[src/rtl/uart_ctrl_pkg.sv]
`default_nettype none
// ============================================================================
//  Module      : uart_ctrl_pkg
//  Description : Shared types and helpers for the UART transmit/receive
//                controllers: FSM state encoding, parity helper and a
//                frame-length helper usable in localparam expressions.
//  Revision    : 1.0 - initial release
// ============================================================================
package uart_ctrl_pkg;

    // Transmit FSM states, fixed 3-bit encoding
    typedef enum logic [2:0] {
        IDLE   = 3'd0,
        START  = 3'd1,
        DATA   = 3'd2,
        PARITY = 3'd3,
        STOP   = 3'd4
    } uart_tx_state_e;

    // Widest supported data field; narrower frames are zero-extended
    localparam int c_MAX_DATA_WIDTH = 8;

    // Parity over a zero-extended data word; zero padding never changes the XOR
    function automatic logic calc_parity(input logic [c_MAX_DATA_WIDTH-1:0] data,
                                         input logic                         odd);
        return (^data) ^ odd;
    endfunction

    // Number of clock cycles a complete frame occupies on the line
    function automatic int frame_len(input int clks_per_bit,
                                     input int data_width,
                                     input int parity_en,
                                     input int stop_bits);
        return (1 + data_width + parity_en + stop_bits) * clks_per_bit;
    endfunction

endpackage : uart_ctrl_pkg
`default_nettype wire

[src/rtl/uart_baud_counter.sv]
`default_nettype none
// ============================================================================
//  Module      : uart_baud_counter
//  Description : Per-bit cycle counter. Counts 0..CLKS_PER_BIT-1, wraps on
//                its own, and raises a bit-end strobe on the final count.
//                A clear input restarts the bit period (used on state entry).
//  Revision    : 1.0 - initial release
// ============================================================================
module uart_baud_counter #(
    parameter int CLKS_PER_BIT = 16
) (
    input  logic clk,
    input  logic rst_n,
    input  logic i_clear,
    output logic o_bit_end
);

    localparam int                 c_CNT_W = $clog2(CLKS_PER_BIT);
    localparam logic [c_CNT_W-1:0] c_LAST  = c_CNT_W'(CLKS_PER_BIT - 1);

    logic [c_CNT_W-1:0] r_count;

    // Cycle counter: restart on clear or at the end of each bit period
    always_ff @(posedge clk or negedge rst_n) begin
        if (!rst_n) begin
            r_count <= '0;
        end else if (i_clear || (r_count == c_LAST)) begin
            r_count <= '0;
        end else begin
            r_count <= r_count + 1'b1;
        end
    end

    assign o_bit_end = (r_count == c_LAST);

endmodule : uart_baud_counter
`default_nettype wire

[src/rtl/uart_tx_scheduler.sv]
`default_nettype none
// ============================================================================
//  Module      : uart_tx_scheduler
//  Description : Shares one UART TX line between two requesters. Arbitrates
//                round-robin in IDLE, captures the winning byte and parity,
//                then serialises start, data (LSB first), optional parity
//                and one or two stop bits, CLKS_PER_BIT cycles each.
//  Revision    : 1.0 - initial release
// ============================================================================
module uart_tx_scheduler
    import uart_ctrl_pkg::*;
#(
    parameter int CLKS_PER_BIT = 16,
    parameter int DATA_WIDTH   = 8,
    parameter int PARITY_EN    = 1,
    parameter int PARITY_ODD   = 0,
    parameter int STOP_BITS    = 1
) (
    input  logic                  clk,
    input  logic                  rst_n,
    input  logic [1:0]            req_valid,
    input  logic [DATA_WIDTH-1:0] req_data0,
    input  logic [DATA_WIDTH-1:0] req_data1,
    output logic [1:0]            req_ready,
    output logic                  tx,
    output logic                  busy,
    output logic                  gnt_id
);

    localparam int                 c_IDX_W      = $clog2(DATA_WIDTH);
    localparam logic [c_IDX_W-1:0] c_IDX_LAST   = c_IDX_W'(DATA_WIDTH - 1);
    localparam logic               c_PARITY_EN  = (PARITY_EN != 0);
    localparam logic               c_PARITY_ODD = (PARITY_ODD != 0);
    localparam logic               c_STOP_LAST  = (STOP_BITS == 2);

    uart_tx_state_e              r_state;
    uart_tx_state_e              w_state_next;
    logic [DATA_WIDTH-1:0]       r_shift;
    logic [DATA_WIDTH-1:0]       w_shift_next;
    logic [c_IDX_W-1:0]          r_idx;
    logic [c_IDX_W-1:0]          w_idx_next;
    logic                        r_stop_idx;
    logic                        w_stop_idx_next;
    logic                        r_parity;
    logic                        w_parity_next;
    logic                        r_gnt_id;
    logic                        w_gnt_id_next;
    logic                        r_last_gnt;
    logic                        w_last_gnt_next;
    logic                        r_tx;
    logic                        w_tx_next;
    logic                        r_busy;
    logic                        w_busy_next;

    logic [1:0]                  w_req_ready;
    logic                        w_grant_sel;
    logic [DATA_WIDTH-1:0]       w_grant_data;
    logic [c_MAX_DATA_WIDTH-1:0] w_parity_in;
    logic                        w_bit_end;
    logic                        w_cnt_clear;

    uart_baud_counter #(
        .CLKS_PER_BIT (CLKS_PER_BIT)
    ) u_baud_counter (
        .clk       (clk),
        .rst_n     (rst_n),
        .i_clear   (w_cnt_clear),
        .o_bit_end (w_bit_end)
    );

    // Round-robin arbiter: a lone request wins, a tie goes to the requester
    // not served last. Ready is masked in reset so nothing looks accepted
    // while the flops are held.
    always_comb begin
        w_grant_sel  = (req_valid == 2'b11) ? ~r_last_gnt : req_valid[1];
        w_grant_data = w_grant_sel ? req_data1 : req_data0;
        w_parity_in  = '0;
        w_parity_in[DATA_WIDTH-1:0] = w_grant_data;
        w_req_ready  = 2'b00;
        if (rst_n && (r_state == IDLE) && (req_valid != 2'b00)) begin
            w_req_ready = w_grant_sel ? 2'b10 : 2'b01;
        end
    end

    // FSM state register
    always_ff @(posedge clk or negedge rst_n) begin
        if (!rst_n) begin
            r_state <= IDLE;
        end else begin
            r_state <= w_state_next;
        end
    end

    // Next-state, next-datapath and next-output logic. tx/busy are derived
    // from the next state so the registered line changes on the same edge
    // the state does (tx falls in the first cycle after accept).
    always_comb begin
        w_state_next    = r_state;
        w_shift_next    = r_shift;
        w_idx_next      = r_idx;
        w_stop_idx_next = r_stop_idx;
        w_parity_next   = r_parity;
        w_gnt_id_next   = r_gnt_id;
        w_last_gnt_next = r_last_gnt;

        case (r_state)
            IDLE: begin
                if (w_req_ready != 2'b00) begin
                    w_state_next    = START;
                    w_shift_next    = w_grant_data;
                    w_parity_next   = calc_parity(w_parity_in, c_PARITY_ODD);
                    w_gnt_id_next   = w_grant_sel;
                    w_last_gnt_next = w_grant_sel;
                    w_idx_next      = '0;
                    w_stop_idx_next = 1'b0;
                end
            end
            START: begin
                if (w_bit_end) begin
                    w_state_next = DATA;
                end
            end
            DATA: begin
                if (w_bit_end) begin
                    w_shift_next = {1'b0, r_shift[DATA_WIDTH-1:1]};
                    if (r_idx == c_IDX_LAST) begin
                        w_idx_next   = '0;
                        w_state_next = c_PARITY_EN ? PARITY : STOP;
                    end else begin
                        w_idx_next = r_idx + 1'b1;
                    end
                end
            end
            PARITY: begin
                if (w_bit_end) begin
                    w_state_next = STOP;
                end
            end
            STOP: begin
                if (w_bit_end) begin
                    if (r_stop_idx == c_STOP_LAST) begin
                        w_stop_idx_next = 1'b0;
                        w_state_next    = IDLE;
                    end else begin
                        w_stop_idx_next = 1'b1;
                    end
                end
            end
            default: begin
                w_state_next = IDLE;
            end
        endcase

        // Bit counter restarts on every state entry and is parked in IDLE
        w_cnt_clear = (r_state == IDLE) || (w_state_next != r_state);

        case (w_state_next)
            START:   w_tx_next = 1'b0;
            DATA:    w_tx_next = w_shift_next[0];
            PARITY:  w_tx_next = w_parity_next;
            default: w_tx_next = 1'b1;
        endcase

        w_busy_next = (w_state_next != IDLE);
    end

    // Datapath and registered outputs; reset aborts any partial frame
    always_ff @(posedge clk or negedge rst_n) begin
        if (!rst_n) begin
            r_shift    <= '0;
            r_idx      <= '0;
            r_stop_idx <= 1'b0;
            r_parity   <= 1'b0;
            r_gnt_id   <= 1'b0;
            r_last_gnt <= 1'b1;
            r_tx       <= 1'b1;
            r_busy     <= 1'b0;
        end else begin
            r_shift    <= w_shift_next;
            r_idx      <= w_idx_next;
            r_stop_idx <= w_stop_idx_next;
            r_parity   <= w_parity_next;
            r_gnt_id   <= w_gnt_id_next;
            r_last_gnt <= w_last_gnt_next;
            r_tx       <= w_tx_next;
            r_busy     <= w_busy_next;
        end
    end

    assign req_ready = w_req_ready;
    assign tx        = r_tx;
    assign busy      = r_busy;
    assign gnt_id    = r_gnt_id;

endmodule : uart_tx_scheduler
`default_nettype wire

[config.mk]
export PLATFORM = sky130hd
export DESIGN_NAME = uart_tx_scheduler
export DESIGN_NICKNAME = d
export VERILOG_FILES = /design/src/rtl/uart_ctrl_pkg.sv /design/src/rtl/uart_baud_counter.sv /design/src/rtl/uart_tx_scheduler.sv
export SDC_FILE = /design/constraint.sdc
export NUM_CORES = 1
export LEC_CHECK = 0
export CAP_MARGIN = 20
export CELL_PAD_IN_SITES_DETAIL_PLACEMENT = 1
export CELL_PAD_IN_SITES_GLOBAL_PLACEMENT = 1
export CORE_MARGIN = 4
export CORE_UTILIZATION = 40
export CTS_CLUSTER_DIAMETER = 50
export DETAILED_ROUTE_END_ITERATION = 10
export HOLD_SLACK_MARGIN = 0.03
export PLACE_DENSITY_LB_ADDON = 0.1
export SLEW_MARGIN = 40
export SYNTH_ARGS = -nofsm -noshare
export SYNTH_HDL_FRONTEND = slang
export SYNTH_SLANG_ARGS = --single-unit
[constraint.sdc]
create_clock -name clk -period 2.1 [get_ports clk]
set_input_delay 0.21 -clock clk [delete_from_list [all_inputs] [get_ports clk]]
set_output_delay 0.21 -clock clk [all_outputs]
set_load 0.02 [all_outputs]
Word level (Yosys, flattened, before mapping)
Index checks and enable logic that the tools add are counted.
{"block": "classes", "n_addsub": 2, "eq_ne": 14, "n_mux": 27, "bitwise_logic": 1, "n_reduce_logical": 14}
{"op": "$mux W3", "count": 10}
{"op": "$mux W8", "count": 3}
{"op": "$pmux W8 S2", "count": 1}
{"op": "$pmux W3 S5", "count": 1}
{"op": "$eq A3 B2 Y1 const B", "count": 4}
{"op": "$reduce_bool A2 Y1", "count": 4}
{"op": "$reduce_xor A8 Y1", "count": 1}
{"op": "$eq A3 B1 Y1 const B", "count": 2}
{"op": "$eq A3 B3 Y1 const B", "count": 2}
{"op": "$mux W1", "count": 6}
{"op": "$pmux W3 S2", "count": 1}
{"op": "$reduce_and A3 Y1", "count": 2}
{"op": "$add A4 B1 Y4 const B", "count": 1}
{"op": "$eq A4 B4 Y1 const B", "count": 1}
{"op": "$mux W2", "count": 2}
{"op": "$mux W4", "count": 1}
{"op": "$ne A2 B1 Y1 const B", "count": 2}
{"op": "$add A3 B1 Y3 const B", "count": 1}
{"op": "$logic_not A3 Y1", "count": 1}
{"op": "$ne A3 B3 Y1", "count": 1}
{"op": "$pmux W1 S3", "count": 1}
{"op": "$reduce_bool A3 Y1", "count": 1}
{"op": "$eq A2 B2 Y1 const B", "count": 1}
{"op": "$logic_and A1 B1 Y1", "count": 2}
{"op": "5 further kinds", "count": 6}
{"block": "totals", "regBits": 24, "output_inout_bits": 5, "word_cells": 69}

Logic depth before layout (Yosys ltp)
{"block": "logic_depth", "word_depth": 11, "mapped_depth": 6, "mapped_depth_nobuf": 5}

By module
Synthesis repeated with hierarchy kept, for this count alone.
{"block": "hier_totals", "cells_unflattened": 129, "hier_area_um2": 1330.0}
{"mod": "uart_tx_scheduler", "n_inst": 1, "cells_per_inst": 116, "area_per_inst_um2": 1158.6, "seq_area_each_um2": 478.0}
{"mod": "uart_baud_counter", "n_inst": 1, "cells_per_inst": 13, "area_per_inst_um2": 171.4, "seq_area_each_um2": 100.1}

Worst setup path before layout
OpenSTA, ideal clock, no wires.
{"block": "synth_path", "path_kind": "flip-flop to flip-flop", "startpoint": "reg u_baud_counter.r_count[0]", "endpoint": "reg r_busy (netlist: busy)", "setup_ns": 0.139, "t_arrival_ns": 1.490, "required_ns": 1.961, "setup_slack_ns": 0.472, "stages_incl_launch_ff": 5, "path_buffers": 0, "period_less_slack_ns": 1.628, "cell_sequence": "dfrtp_1 ha_1 and3_1 and3_1 or4_1"}
{"block": "synth_between", "elab_chain_len": 4}
{"item": "start, declared", "line": "uart_baud_counter.sv:21", "rtl": "logic [c_CNT_W-1:0] r_count;"}
{"item": "start signal, assigned", "line": "uart_baud_counter.sv:30", "rtl": "r_count <= r_count + 1'b1;"}
{"item": "$eq A4 B4 Y1 (*)", "line": "uart_baud_counter.sv:34", "rtl": "assign o_bit_end = (r_count == c_LAST);"}
{"item": "$mux W3 (on tied branches)"}
{"item": "$pmux W3 S5 (*)", "line": "uart_tx_scheduler.sv:106", "rtl": "case (r_state)"}
{"item": "$reduce_bool A3 Y1 (*)", "line": "uart_tx_scheduler.sv:164", "rtl": "w_busy_next = (w_state_next != IDLE);"}
{"item": "named net w_busy_next", "line": "uart_tx_scheduler.sv:53", "rtl": "logic w_busy_next;"}
{"item": "end signal, assigned", "line": "uart_tx_scheduler.sv:186", "rtl": "r_busy <= w_busy_next;"}
{"item": "end, declared", "line": "uart_tx_scheduler.sv:52", "rtl": "logic r_busy;"}
The timed path passes the listed nets; every way through them passes the cells marked *.
A chain may end at the register's enable or synchronous reset.

Worst setup path in the final report
{"block": "layout_path", "startpoint": "reg r_state[1]", "endpoint": "out req_ready[0]"}
{"block": "layout_between", "elab_chain_len": 4}
{"item": "start, declared", "line": "uart_tx_scheduler.sv:36", "rtl": "uart_tx_state_e r_state;"}
{"item": "start signal, assigned", "line": "uart_tx_scheduler.sv:90", "rtl": "r_state <= w_state_next;"}
{"item": "$logic_not A3 Y1", "line": "uart_tx_scheduler.sv:80", "rtl": "if (rst_n && (r_state == IDLE) && (req_valid != 2'b00)) begin"}
{"item": "$logic_and A1 B1 Y1 (2 in series)", "line": "uart_tx_scheduler.sv:80"}
{"item": "$mux W2", "line": "uart_tx_scheduler.sv:80"}
{"item": "end, declared", "line": "uart_tx_scheduler.sv:24", "rtl": "output logic [1:0] req_ready,"}
Every way passes these cells.

==> run summary <==
fraction of layout cells with a size suffix above 1 -> 17.65%
Final Cycle Share -> 91.80%
WP data arrival -> 1.72 ns
vias in the first global route -> 1087
Post-Route WL -> 2865 um
CTS tree -> yes
CTS sink cnt -> 23
area leader, netlist -> dfrtp_1
VDD IR max -> 0.0003862 V
mux share of post-synthesis cell area -> 6.154%
clock-pin slew on the worst setup and hold paths -> 0.13 ns
post-synthesis adder-cell area fraction -> 2.885%
Pwr Total -> 1.666 mW
Max Transition Viols Final -> 0
via total after detailed routing -> 1001
post-layout instance area -> 1653 sq um
Area Growth Syn to Fin -> 27.02%
Post-Layout Cell Count -> 197
count leader, synth -> dfrtp_1
CTS Buf Count -> 3
DRC -> 0
post-synthesis cell area -> 1301 sq um
Synth Register Bits -> 23
Hold WC Path Type -> in2async
min Tclk post-route -> 1.928 ns
actual transition at the worst max-transition pin -> 0.4610 ns
DP HPWL -> 2432 um
top post-synthesis cells by count -> dfrtp_1, xnor2_1, o21ai_0, mux2i_1
number of I/O port buffers -> 24
P_leak -> 0.7338 nW
worst skew pair latency -> 0.30 ns
R2R depth -> 6
nets@finish -> 177
clk_skew -> 0.01538 ns
Synth cell types -> 35
Synth Instances -> 120
f_max -> 0.5187 GHz
top cells by area, synth -> dfrtp_1, xnor2_1, mux2i_1
gr usage total -> 15.40%
reg2reg end -> r_shift[3]
ANT nets after route -> 0
initial core utilization -> 42.28%
Ant. Diodes -> 0
die height -> 65.04 um
number of synthesized flops with an enable pin -> 0
clk buf depth -> 2
Final Hold Fails -> 0
WL/cell -> 14.54 um
number of DRC markers in iteration 0 -> 23
flop-to-flop setup slack -> 0.26 ns
worst setup path start -> r_state[1]
Rel. slew slack -> 69.27%
Synthesis Warnings -> 0
top-area cell type share of the netlist area -> 40.38%
Placer Congestion -> 0.7533
share of synthesized flip-flops with an asynchronous set or reset -> 100.0%
outcome -> complete, no violations
RR Startpoint -> r_state[2]
CP startpoint kind -> flip-flop
Cells after DPL -> 192
XOR/XNOR Fraction of Synth Area -> 12.12%
CP Class -> reg2out
pin count of the biggest net entering global routing -> 24
first-pass iteration count of the detailed router -> 4
Post-DP Area -> 1624 sq um
Final Setup Violations -> 0
RSZ-0062 raised after global routing -> no
Core ar. -> 3078 sq um
FP Rows -> 20
crit path max fanout -> 6
crit path capture type -> output pin
die area -> 4230 sq um
number of max-cap violations -> 0
H-tree depth -> 1
root buffer cell -> clkbuf_4
Synth Flop Type -> dfrtp_1
worst hold slack -> 0.3168 ns
die width -> 65.04 um
initial antenna violation count -> 0
GRT Residual Overflow -> 0
Power Dens Cells -> 1008 nW/um^2
Crit path required time -> 1.89 ns
main combinational cell family by area after synthesis -> simple AND/OR/NAND/NOR gates
Vias/cell -> 5.081
syn nets -> 143
I/O pin cnt -> 25
sequential share of the synthesized area -> 44.42%
Compound-Gate Fraction of Synth Area -> 15.48%
post-synthesis simple-gate area fraction -> 15.58%
first-pass GRT wire length -> 5071 um
Mean Syn Cell Area -> 10.84 sq um
final core occ -> 53.70%
==> per-layer routing <==
metal / vias up / part of all wire (%) / track usage (%)
met5: - / 0 / 0
met4: 0 / 0.66 / 3.109
met3: 2 / 4.6 / 3.293
met2: 22 / 56 / 29.89
met1: 482 / 39 / 17.03
li1: 495 / - / -
==> worst max-delay path, cell delays in order (launching register included) <==
cell,delay (ns)
dfrtp_1,0.48
nor4b_4,0.31
nand2_2,0.10
nor2_1,0.16
dlygate4sd2_1,0.36
==> registers in the layout (all words and copies together), names as in the netlist <==
| name | count |
|---|---|
| u_baud_counter.r_count | 4 |
| tx | 1 |
| r_idx | 3 |
| r_last_gnt | 1 |
| r_parity | 1 |
| gnt_id | 1 |
| busy | 1 |
| r_shift | 8 |
| r_state | 3 |
==> worst max-delay path by stage <==
stage	to	slack (ns)	depth (start not counted)
2_1_floorplan	busy	0.47	4
3_3_place_gp	req_ready[0]	0.006	5
3_5_place_dp	r_idx[0]	-0.06	5
4_1_cts	r_idx[0]	0.09	5
5_1_grt	req_ready[0]	0.07	4
6_report	req_ready[0]	0.17	4
==> layout by cell type (no fill, tap or decap), types with 3 or more instances in the layout <==
cell type	netlist	layout
nand2_1	7	7
nor2_1	7	7
clkbuf_4	0	3
xor2_1	4	4
dfrtp_1	21	21
buf_4	0	8
inv_1	3	3
ha_1	3	3
xnor2_1	14	14
a22oi_1	7	7
nand3_1	5	5
clkdlybuf4s50_1	0	22
and3_1	3	3
mux2i_1	8	8
o21ai_0	9	9
==> kinds of logic after synthesis <==
logic type,Yosys count
compound gates,27
xor+xnor,18
fa+ha+maj,3
buf+inv,7
flops,23
mux,8
simple gates,34
==> layout make-up <==
type,instances,area (sq um)
multi-input cells,90,679.4
inverters,3,11.26
flip-flops and latches,23,578.1
clock buffers,4,26.28
fillers,377,1425
well taps,44,55.05
repair buffers,33,302.8
==> through the flow <==
| stage | worst slack (ns) | TNS [ns] |
|---|---|---|
| 4_1_cts | 0.09036 | 0 |
| 3_5_place_dp | -0.06242 | -0.3145 |
| 2_1_floorplan | 0.4716 | 0 |
| 3_3_place_gp | 0.005921 | 0 |
| 6_report | 0.1721 | 0 |
| 5_1_grt | 0.06628 | 0 |
==> power by group <==
group | switching (mW) | internal, mW | total, mW
clock network | 0.124 | 0.0739 | 0.198
registers | 0.133 | 0.640 | 0.773
logic | 0.325 | 0.370 | 0.695
total | 0.582 | 1.08 | 1.67
==> repair_timing <==
| action | CTS | global route |
|---|---|---|
| hold buffers | 0 | 0 |
| gates resized for setup | 2 | 0 |
| setup endpoints to repair | 2 | 0 |
| buffers inserted | 0 | 0 |
Note: power is estimated with default switching activity, not from simulation.
